[config.mk]
export PLATFORM = sky130hd
export DESIGN_NAME = instr_sequencer
export DESIGN_NICKNAME = d
export VERILOG_FILES = /design/src/rtl/instr_pkg.sv /design/src/rtl/instr_sequencer.sv
export SDC_FILE = /design/constraint.sdc
export NUM_CORES = 1
export LEC_CHECK = 0
export CORE_ASPECT_RATIO = 1.1
export CORE_MARGIN = 1.5
export CORE_UTILIZATION = 47
export CTS_CLUSTER_SIZE = 10
export DETAILED_ROUTE_END_ITERATION = 10
export PLACE_DENSITY = 0.85
export SLEW_MARGIN = 20
export SYNTH_ARGS = -nofsm -noshare
export SYNTH_HDL_FRONTEND = slang
export SYNTH_SLANG_ARGS = --single-unit
[constraint.sdc]
create_clock -name clk -period 3.25 [get_ports clk]
set_input_delay 0.65 -clock clk [delete_from_list [all_inputs] [get_ports clk]]
set_output_delay 0.65 -clock clk [all_outputs]
set_load 0.01 [all_outputs]
[src/rtl/instr_pkg.sv]
// Shared types for the ROM-driven I2C instruction sequencer.
package instr_pkg;

   typedef enum logic [7:0] {
      OpNop   = 8'h00,
      OpI2cRd = 8'h01,
      OpI2cWr = 8'h02
   } op_e;

   typedef struct packed {
      logic [7:0] op;
      logic [7:0] dev;
      logic [7:0] regaddr;
      logic [7:0] data;
   } instr_t;

   localparam logic [3:0] FaultRomErr    = 4'd1;
   localparam logic [3:0] FaultIllegalOp = 4'd2;
   localparam logic [3:0] FaultNack      = 4'd3;

   typedef enum logic [2:0] {
      StIdle,
      StFetch,
      StDecode,
      StIssue,
      StWait,
      StNext,
      StFault
   } seq_state_e;

endpackage

[src/rtl/instr_sequencer.sv]
// Walks the instruction ROM from address 0, issues I2C commands over valid/ready and
// returns read bytes; stops in a sticky fault on ROM errors, illegal opcodes or NACKs.
module instr_sequencer
   import instr_pkg::*;
#(
   parameter int unsigned ADDR_W   = 8,
   parameter int unsigned PROG_LEN = 2,
   parameter bit          LOOP     = 1'b0
) (
   input  logic              clk,
   input  logic              reset,
   input  logic              start,
   output logic [ADDR_W-1:0] rom_addr,
   input  logic [31:0]       rom_data,
   input  logic [3:0]        rom_err,
   output logic              i2c_cmd_valid,
   input  logic              i2c_cmd_ready,
   output logic              i2c_cmd_rw,
   output logic [7:0]        i2c_dev,
   output logic [7:0]        i2c_reg,
   output logic [7:0]        i2c_wdata,
   input  logic              i2c_done,
   input  logic              i2c_ack_err,
   input  logic [7:0]        i2c_rdata,
   output logic              rd_valid,
   output logic [7:0]        rd_data,
   output logic              busy,
   output logic              seq_done,
   output logic              fault,
   output logic [3:0]        fault_code
);

   localparam logic [ADDR_W-1:0] LastAddr = ADDR_W'(PROG_LEN - 1);

   seq_state_e        r_state, w_state_nxt;
   logic [ADDR_W-1:0] r_addr, w_addr_nxt;
   logic              r_rw, w_rw_nxt;
   logic [7:0]        r_dev, w_dev_nxt;
   logic [7:0]        r_reg, w_reg_nxt;
   logic [7:0]        r_wdata, w_wdata_nxt;
   logic [7:0]        r_rd_data, w_rd_data_nxt;
   logic              r_rd_valid, w_rd_valid_nxt;
   logic              r_seq_done, w_seq_done_nxt;
   logic              r_fault, w_fault_nxt;
   logic [3:0]        r_fault_code, w_fault_code_nxt;
   logic              w_complete;
   instr_t            w_instr;

   assign w_instr = instr_t'(rom_data);

   always_comb begin
      w_state_nxt      = r_state;
      w_addr_nxt       = r_addr;
      w_rw_nxt         = r_rw;
      w_dev_nxt        = r_dev;
      w_reg_nxt        = r_reg;
      w_wdata_nxt      = r_wdata;
      w_rd_data_nxt    = r_rd_data;
      w_rd_valid_nxt   = 1'b0;
      w_seq_done_nxt   = 1'b0;
      w_fault_nxt      = r_fault;
      w_fault_code_nxt = r_fault_code;
      w_complete       = 1'b0;

      unique case (r_state)
         StIdle, StFault: begin
            if (start) begin
               w_state_nxt      = StFetch;
               w_addr_nxt       = '0;
               w_fault_nxt      = 1'b0;
               w_fault_code_nxt = '0;
            end
         end
         StFetch: w_state_nxt = StDecode;
         StDecode: begin
            if (rom_err != '0) begin
               w_state_nxt      = StFault;
               w_fault_nxt      = 1'b1;
               w_fault_code_nxt = FaultRomErr;
            end else begin
               case (w_instr.op)
                  OpNop: w_state_nxt = StNext;
                  OpI2cRd, OpI2cWr: begin
                     w_state_nxt = StIssue;
                     w_rw_nxt    = (w_instr.op == OpI2cRd);
                     w_dev_nxt   = w_instr.dev;
                     w_reg_nxt   = w_instr.regaddr;
                     w_wdata_nxt = w_instr.data;
                  end
                  default: begin
                     w_state_nxt      = StFault;
                     w_fault_nxt      = 1'b1;
                     w_fault_code_nxt = FaultIllegalOp;
                  end
               endcase
            end
         end
         StIssue: begin
            if (i2c_cmd_ready) begin
               w_state_nxt = StWait;
               w_complete  = i2c_done;  // master may finish in the handshake cycle itself
            end
         end
         StWait: w_complete = i2c_done;
         StNext: begin
            if (r_addr == LastAddr) begin
               w_addr_nxt = '0;
               if (LOOP) begin
                  w_state_nxt = StFetch;
               end else begin
                  w_state_nxt    = StIdle;
                  w_seq_done_nxt = 1'b1;
               end
            end else begin
               w_addr_nxt  = r_addr + ADDR_W'(1);
               w_state_nxt = StFetch;
            end
         end
         default: w_state_nxt = StIdle;
      endcase

      if (w_complete) begin
         if (i2c_ack_err) begin
            w_state_nxt      = StFault;
            w_fault_nxt      = 1'b1;
            w_fault_code_nxt = FaultNack;
         end else begin
            w_state_nxt = StNext;
            if (r_rw) begin
               w_rd_data_nxt  = i2c_rdata;
               w_rd_valid_nxt = 1'b1;
            end
         end
      end
   end

   always_ff @(posedge clk or posedge reset) begin
      if (reset) begin
         r_state      <= StIdle;
         r_addr       <= '0;
         r_rw         <= 1'b0;
         r_dev        <= '0;
         r_reg        <= '0;
         r_wdata      <= '0;
         r_rd_data    <= '0;
         r_rd_valid   <= 1'b0;
         r_seq_done   <= 1'b0;
         r_fault      <= 1'b0;
         r_fault_code <= '0;
      end else begin
         r_state      <= w_state_nxt;
         r_addr       <= w_addr_nxt;
         r_rw         <= w_rw_nxt;
         r_dev        <= w_dev_nxt;
         r_reg        <= w_reg_nxt;
         r_wdata      <= w_wdata_nxt;
         r_rd_data    <= w_rd_data_nxt;
         r_rd_valid   <= w_rd_valid_nxt;
         r_seq_done   <= w_seq_done_nxt;
         r_fault      <= w_fault_nxt;
         r_fault_code <= w_fault_code_nxt;
      end
   end

   assign rom_addr      = r_addr;
   assign i2c_cmd_valid = (r_state == StIssue);
   assign i2c_cmd_rw    = r_rw;
   assign i2c_dev       = r_dev;
   assign i2c_reg       = r_reg;
   assign i2c_wdata     = r_wdata;
   assign rd_valid      = r_rd_valid;
   assign rd_data       = r_rd_data;
   assign busy          = (r_state != StIdle) && (r_state != StFault);
   assign seq_done      = r_seq_done;
   assign fault         = r_fault;
   assign fault_code    = r_fault_code;

endmodule
==> results of run 1 <==
[area by class of cell]
type	instances	area, um2
Clock buffer	6	82.6
Clock inverter	2	16.3
Fill cell	387	1470
Inverter	10	37.5
Multi-Input combinational cell	130	1150
Sequential cell	51	1280
Tap cell	72	90.1
Timing Repair Buffer	102	1010
[metal layers]
metal / wire length, um / track usage (%)
met5: 0 / 0
met1: 2490 / 26.1
met2: 2810 / 34.2
met3: 395 / 3.64
met4: 53 / 6.67
[kinds of logic (layout without fill, tap and decap cells)]
| family | after synthesis | count (layout) | share of synthesized area (%) |
|---|---|---|---|
| and+or+nand+nor | 56 | 56 | 14.4 |
| DFF | 51 | 51 | 50.0 |
| muxes | 38 | 38 | 19.4 |
| xor gates and xnor gates | 3 | 3 | 1.03 |
| adders and majority gates | 3 | 3 | 1.37 |
| AOI/OAI and AO/OA | 30 | 30 | 8.86 |
| buffers and inverters | 19 | 120 | 4.95 |
[placed cells by master (no fill, tap or decap), drive strengths merged, types with 2 or more instances in the layout]
| master | Yosys | layout |
|---|---|---|
| a21oi | 5 | 5 |
| a22o | 5 | 5 |
| a22oi | 4 | 4 |
| and2 | 5 | 5 |
| and4 | 2 | 2 |
| buf | 8 | 3 |
| clkbuf | 1 | 6 |
| clkdlybuf4s50 | 0 | 99 |
| dfrtp | 51 | 51 |
| ha | 2 | 2 |
| inv | 10 | 10 |
| mux2 | 33 | 33 |
| mux2i | 5 | 5 |
| nand2 | 9 | 9 |
| nand3 | 5 | 5 |
| nand3b | 2 | 2 |
| nand4 | 3 | 3 |
| nor2 | 10 | 10 |
| nor3 | 2 | 2 |
| nor3b | 6 | 6 |
| nor4 | 3 | 3 |
| o211ai | 3 | 3 |
| o21ai | 3 | 3 |
| o31ai | 2 | 2 |
| or3 | 2 | 2 |
| xor2 | 2 | 2 |
[final timing paths]
check	start	to	slack (ns)
max	r_state[2]	busy	0.71
min	fault_code[3]	fault_code[3]	0.49
max reg2reg	r_state[0]	rom_addr[3]	1.14
min reg2reg	fault_code[3]	fault_code[3]	0.49
max in group asynchronous	reset	fault_code[2]	2.04
min in group asynchronous	reset	i2c_wdata[4]	0.64
[through the flow]
stage               cells  hold WS, ns  cell area [um2]
finish                373        0.492             3670
global route          373        0.508             3670
CTS                   373        0.497             3670
detailed placement    365        0.470             3570
global placement      365        0.471             3570
floorplan             200        0.524             2550
[power by group through the flow]
stage               Sequential, W  Clock (W)  Combinational [W]
floorplan                0.000844          0           0.000476
global placement         0.000862          0           0.000751
detailed placement       0.000869          0           0.000767
CTS                      0.000856   0.000392           0.000769
global route             0.000875   0.000422           0.000838
finish                   0.000857   0.000382           0.000762
==> out/results.tsv, run 1 <==
metric	value	unit
number of global-route vias before repair	1888	
Top delay family on crit path	flip-flops	
Hold/Removal Path Class	flop to flop	
post-synthesis cell area	2550	um2
status	finished, final reports clean	
total of max-cap violations	0	
Clock Latency Late Sink	0.30	ns
internal power	0.00136	W
asr flop ratio synth	100	%
total gr overflow	0	
Synth warnings	0	
switching power total	0.000643	W
Routed WL	5750	um
synth unique cells	54	
synthesized flop and latch total	51	
Setup TNS	0	ns
startpoint types	flop	
Worst Skew	0.00680	ns
instance count on the critical path	4	
RSZ-0062 raised after global routing	false	
die area	5890	um2
Max Freq	0.393	GHz
Slew @ Worst Pin	0.983	ns
most common cell in the netlist	dfrtp_1	
CTS tree	done	
top_reg_cell synth	dfrtp_1	
post-synthesis cell count	200	
Tcrit/Tclk final	78.2	%
area share of the largest cell type after synthesis	50.0	%
PortBufs	99	
wire per inst	15.4	um
Worst EP arrival	1.89	ns
Setup CP Type	flop to output port	
Initial DRC Count	128	
power per cell area	545	nW/um2
Worst Hold Path Cells	1	
Die Wd	73.3	um
cells on worst reg2reg path	4	
Placer Congestion	0.798	
Crit Path Max Fanout	17	
area leader, netlist	dfrtp_1	
First-pass DRT Iterations	6	
Clock H-tree levels	2	
min Tclk post-route	2.54	ns
Die Ht	80.3	um
sequential area share after synthesis	50.0	%
Clock Power Share	19.1	%
Max IR drop VDD	348	uV
Commonest cells post-synth	dfrtp_1 (51), mux2_4 (20), mux2_2 (13)	
Mapped Nets	252	
starting density of the core	49.8	%
fin worst setup slack	0.707	ns
max-slew violation count	0	
CTS Root Cell	clkbuf_8	
final total power	0.00200	W
initial antenna violation count	0	
CTS sink cnt	51	
worst slack, placed	0.444	ns
final setup fails	0	
core area	5130	um2
WP data required	2.60	ns
Ports	100	
Worst Path Buf+Inv	2	
post-CTS resize count	0	
Num CTS Buffers	5	
fin nets	352	
Rel. slew slack	34.5	%
largest cells by area after synthesis	dfrtp_1 (50%), mux2_4 (12%), mux2_2 (5.7%)	
total track usage	20.2	%
DRC viols	0	
Antenna Cells	0	
Syn Area/Cell	12.8	um2
Rows	27	
Reg power frac	42.8	%
CTS clock-pin slew for the worst setup and hold paths	0.09	ns
post-DP HPWL	4400	um
switch share	32.2	%
vias per std cell	5.26	
clock buffer depth	2	
Final Hold Fails	0	
synthesis-to-finish area growth	43.6	%
first-pass GRT wire length	9180	um
largest net degree at the start of global routing	25	
slowest stage cell on the critical path	dfrtp_1	
number of flops mapped to enable cells by yosys	0	
setup bufs post-CTS	0	
Pleak	1.57	nW
CP Capture Type	output port	
combinational power share	38.1	%
routed vias	1962	
Hold Buf Count CTS	0	
Core Util, Final	71.4	%
worst path cell trace	xnor2_1 > nor2b_1 > inv_1 > clkdlybuf4s50_1	
ANT nets after route	0	
max incr delay on CP	0.65	ns
fraction of layout cells with a size suffix above 1	18.3	%
No activity file was read; power rests on OpenSTA's default activity.
==> inputs of run 2 (changes only) <==
- CORE_UTILIZATION: 47 -> 44
- PLACE_DENSITY: 0.85 -> 0.81
- clock period: 3.25 -> 2.5 ns (I/O delays scaled with it)
==> out/results.tsv, run 2 (synthesized netlist as in run 1, its figures left out) <==
metric	value	unit
status	finished, final reports clean	
Die Ht	82.9	um
number of global-route vias before repair	2064	
Num CTS Buffers	5	
Worst R2R End	rom_addr[7]	
CTS Root Cell	clkbuf_8	
min Tclk post-route	2.28	ns
switching power total	0.000829	W
Slew @ Worst Pin	0.975	ns
wire per inst	15.3	um
DP Area	3640	um2
hold path endpoint	fault_code[3]	
final setup fails	0	
DRC viols	0	
switch share	32.2	%
Crit Path Max Fanout	11	
starting density of the core	46.5	%
vias per std cell	5.14	
clock buffer depth	2	
Reg power frac	43.2	%
core area	5500	um2
power per cell area	691	nW/um2
combinational power share	39.0	%
startpoint types	flop	
Worst Hold Path Cells	1	
Clock Power Share	17.8	%
WP data required	2.00	ns
CP Capture Type	output port	
Final Cell Area	3730	um2
max-slew violation count	0	
Initial DRC Count	61	
First-pass DRT Iterations	4	
Worst Skew	0.00550	ns
die area	6270	um2
Max IR drop VDD	416	uV
Clock H-tree levels	2	
Rows	28	
PortBufs	99	
Setup TNS	0	ns
total gr overflow	0	
CTS tree	done	
largest net degree at the start of global routing	34	
commonest non-fill, non-tap cell in the layout	clkdlybuf4s50_1	
fin nets	356	
Pleak	1.59	nW
Max Freq	0.438	GHz
CTS clock-pin slew for the worst setup and hold paths	0.09	ns
Rel. slew slack	35.0	%
total track usage	19.2	%
initial antenna violation count	0	
Final Hold Fails	0	
Die Wd	75.7	um
Setup CP Type	flop to output port	
R2R setup slack	0.37	ns
Hold/Removal Path Class	flop to flop	
Ports	100	
routed vias	1952	
total of max-cap violations	0	
Antenna Cells	0	
synthesis-to-finish area growth	45.9	%
cells on worst reg2reg path	4	
Hold Path Origin	fault_code[3]	
CTS sink cnt	51	
Worst EP arrival	1.78	ns
post-DP HPWL	4500	um
Clock Latency Late Sink	0.29	ns
first-pass GRT wire length	9450	um
fraction of layout cells with a size suffix above 1	19.3	%
highest-count cells in the layout ignoring fill and taps	clkdlybuf4s50_1 (99), dfrtp_1 (50), mux2_4 (20)	
Placer Congestion	0.772	
beginning of the worst register-to-register path	r_state[0]	
internal power	0.00175	W
ANT nets after route	0	
Tcrit/Tclk final	91.3	%
Routed WL	5800	um
RSZ-0062 raised after global routing	false	
==> run 2: changes by cell type in the layout (fill, tap and decap cells not counted), sizes merged <==
cell	previous run	this run
buf	3	7
==> run 2: metal layers <==
metal  up-vias  track usage [%]  share of wire [%]
li1        934                -                  -
met1       935             23.7                 43
met2        81             33.7                 50
met3         2             3.40                6.2
met4         0             5.36               0.69
met5         -                0                  0
==> run 2: area by class of cell <==
type	count	area, um2
Clock buffer	6	72.6
Clock inverter	2	12.5
Fill cell	430	1770
Inverter	10	37.5
Multi-Input combinational cell	130	1150
Sequential cell	51	1280
Tap cell	75	93.8
Timing Repair Buffer	106	1080
==> run 2: how the worst max path moves through the flow <==
stage / start / to / slack (ns)
final: r_state[1] / busy / 0.22
after global routing: r_state[1] / busy / 0.11
after CTS: r_state[2] / busy / 0.12
after detailed placement: rom_data[31] / i2c_wdata[1] / 0.19
after global placement: rom_data[31] / i2c_reg[4] / 0.22
after floorplan: rom_err[1] / i2c_dev[0] / 0.60
==> run 2: what timing repair did <==
action / 4_1_cts / 5_1_grt
hold buffers: 0 / 0
gates resized for setup: 0 / 1
setup endpoints to repair: 0 / 1
setup buffers: 0 / 0
==> run 2: power groups by stage <==
| stage | Clock, W | Combinational [W] | Sequential (W) |
|---|---|---|---|
| 6_report | 0.000458 | 0.00101 | 0.00111 |
| 5_1_grt | 0.000497 | 0.00111 | 0.00114 |
| 4_1_cts | 0.000474 | 0.00102 | 0.00111 |
| 3_5_place_dp | 0 | 0.00101 | 0.00113 |
| 3_3_place_gp | 0 | 0.000984 | 0.00112 |
| 2_1_floorplan | 0 | 0.000619 | 0.00110 |
==> run 2: stage by stage <==
stage                     std cells  setup slack (ns)  hold slack [ns]  util (%)  total power (W)
after floorplan                 200             0.601            0.524         -          0.00172
after global placement          372             0.220            0.471      66.2          0.00210
after detailed placement        372             0.188            0.472      66.2          0.00214
after CTS                       380             0.117            0.496      67.7          0.00260
after global routing            380             0.105            0.529      67.8          0.00274
final                           380             0.217            0.495      67.8          0.00258
==> run 2: worst max-delay path, stage by stage (launching register included) <==
cell,delay [ns]
dfrtp_1,0.51
xnor2_1,0.17
nor2b_1,0.15
inv_1,0.09
clkdlybuf4s50_1,0.57
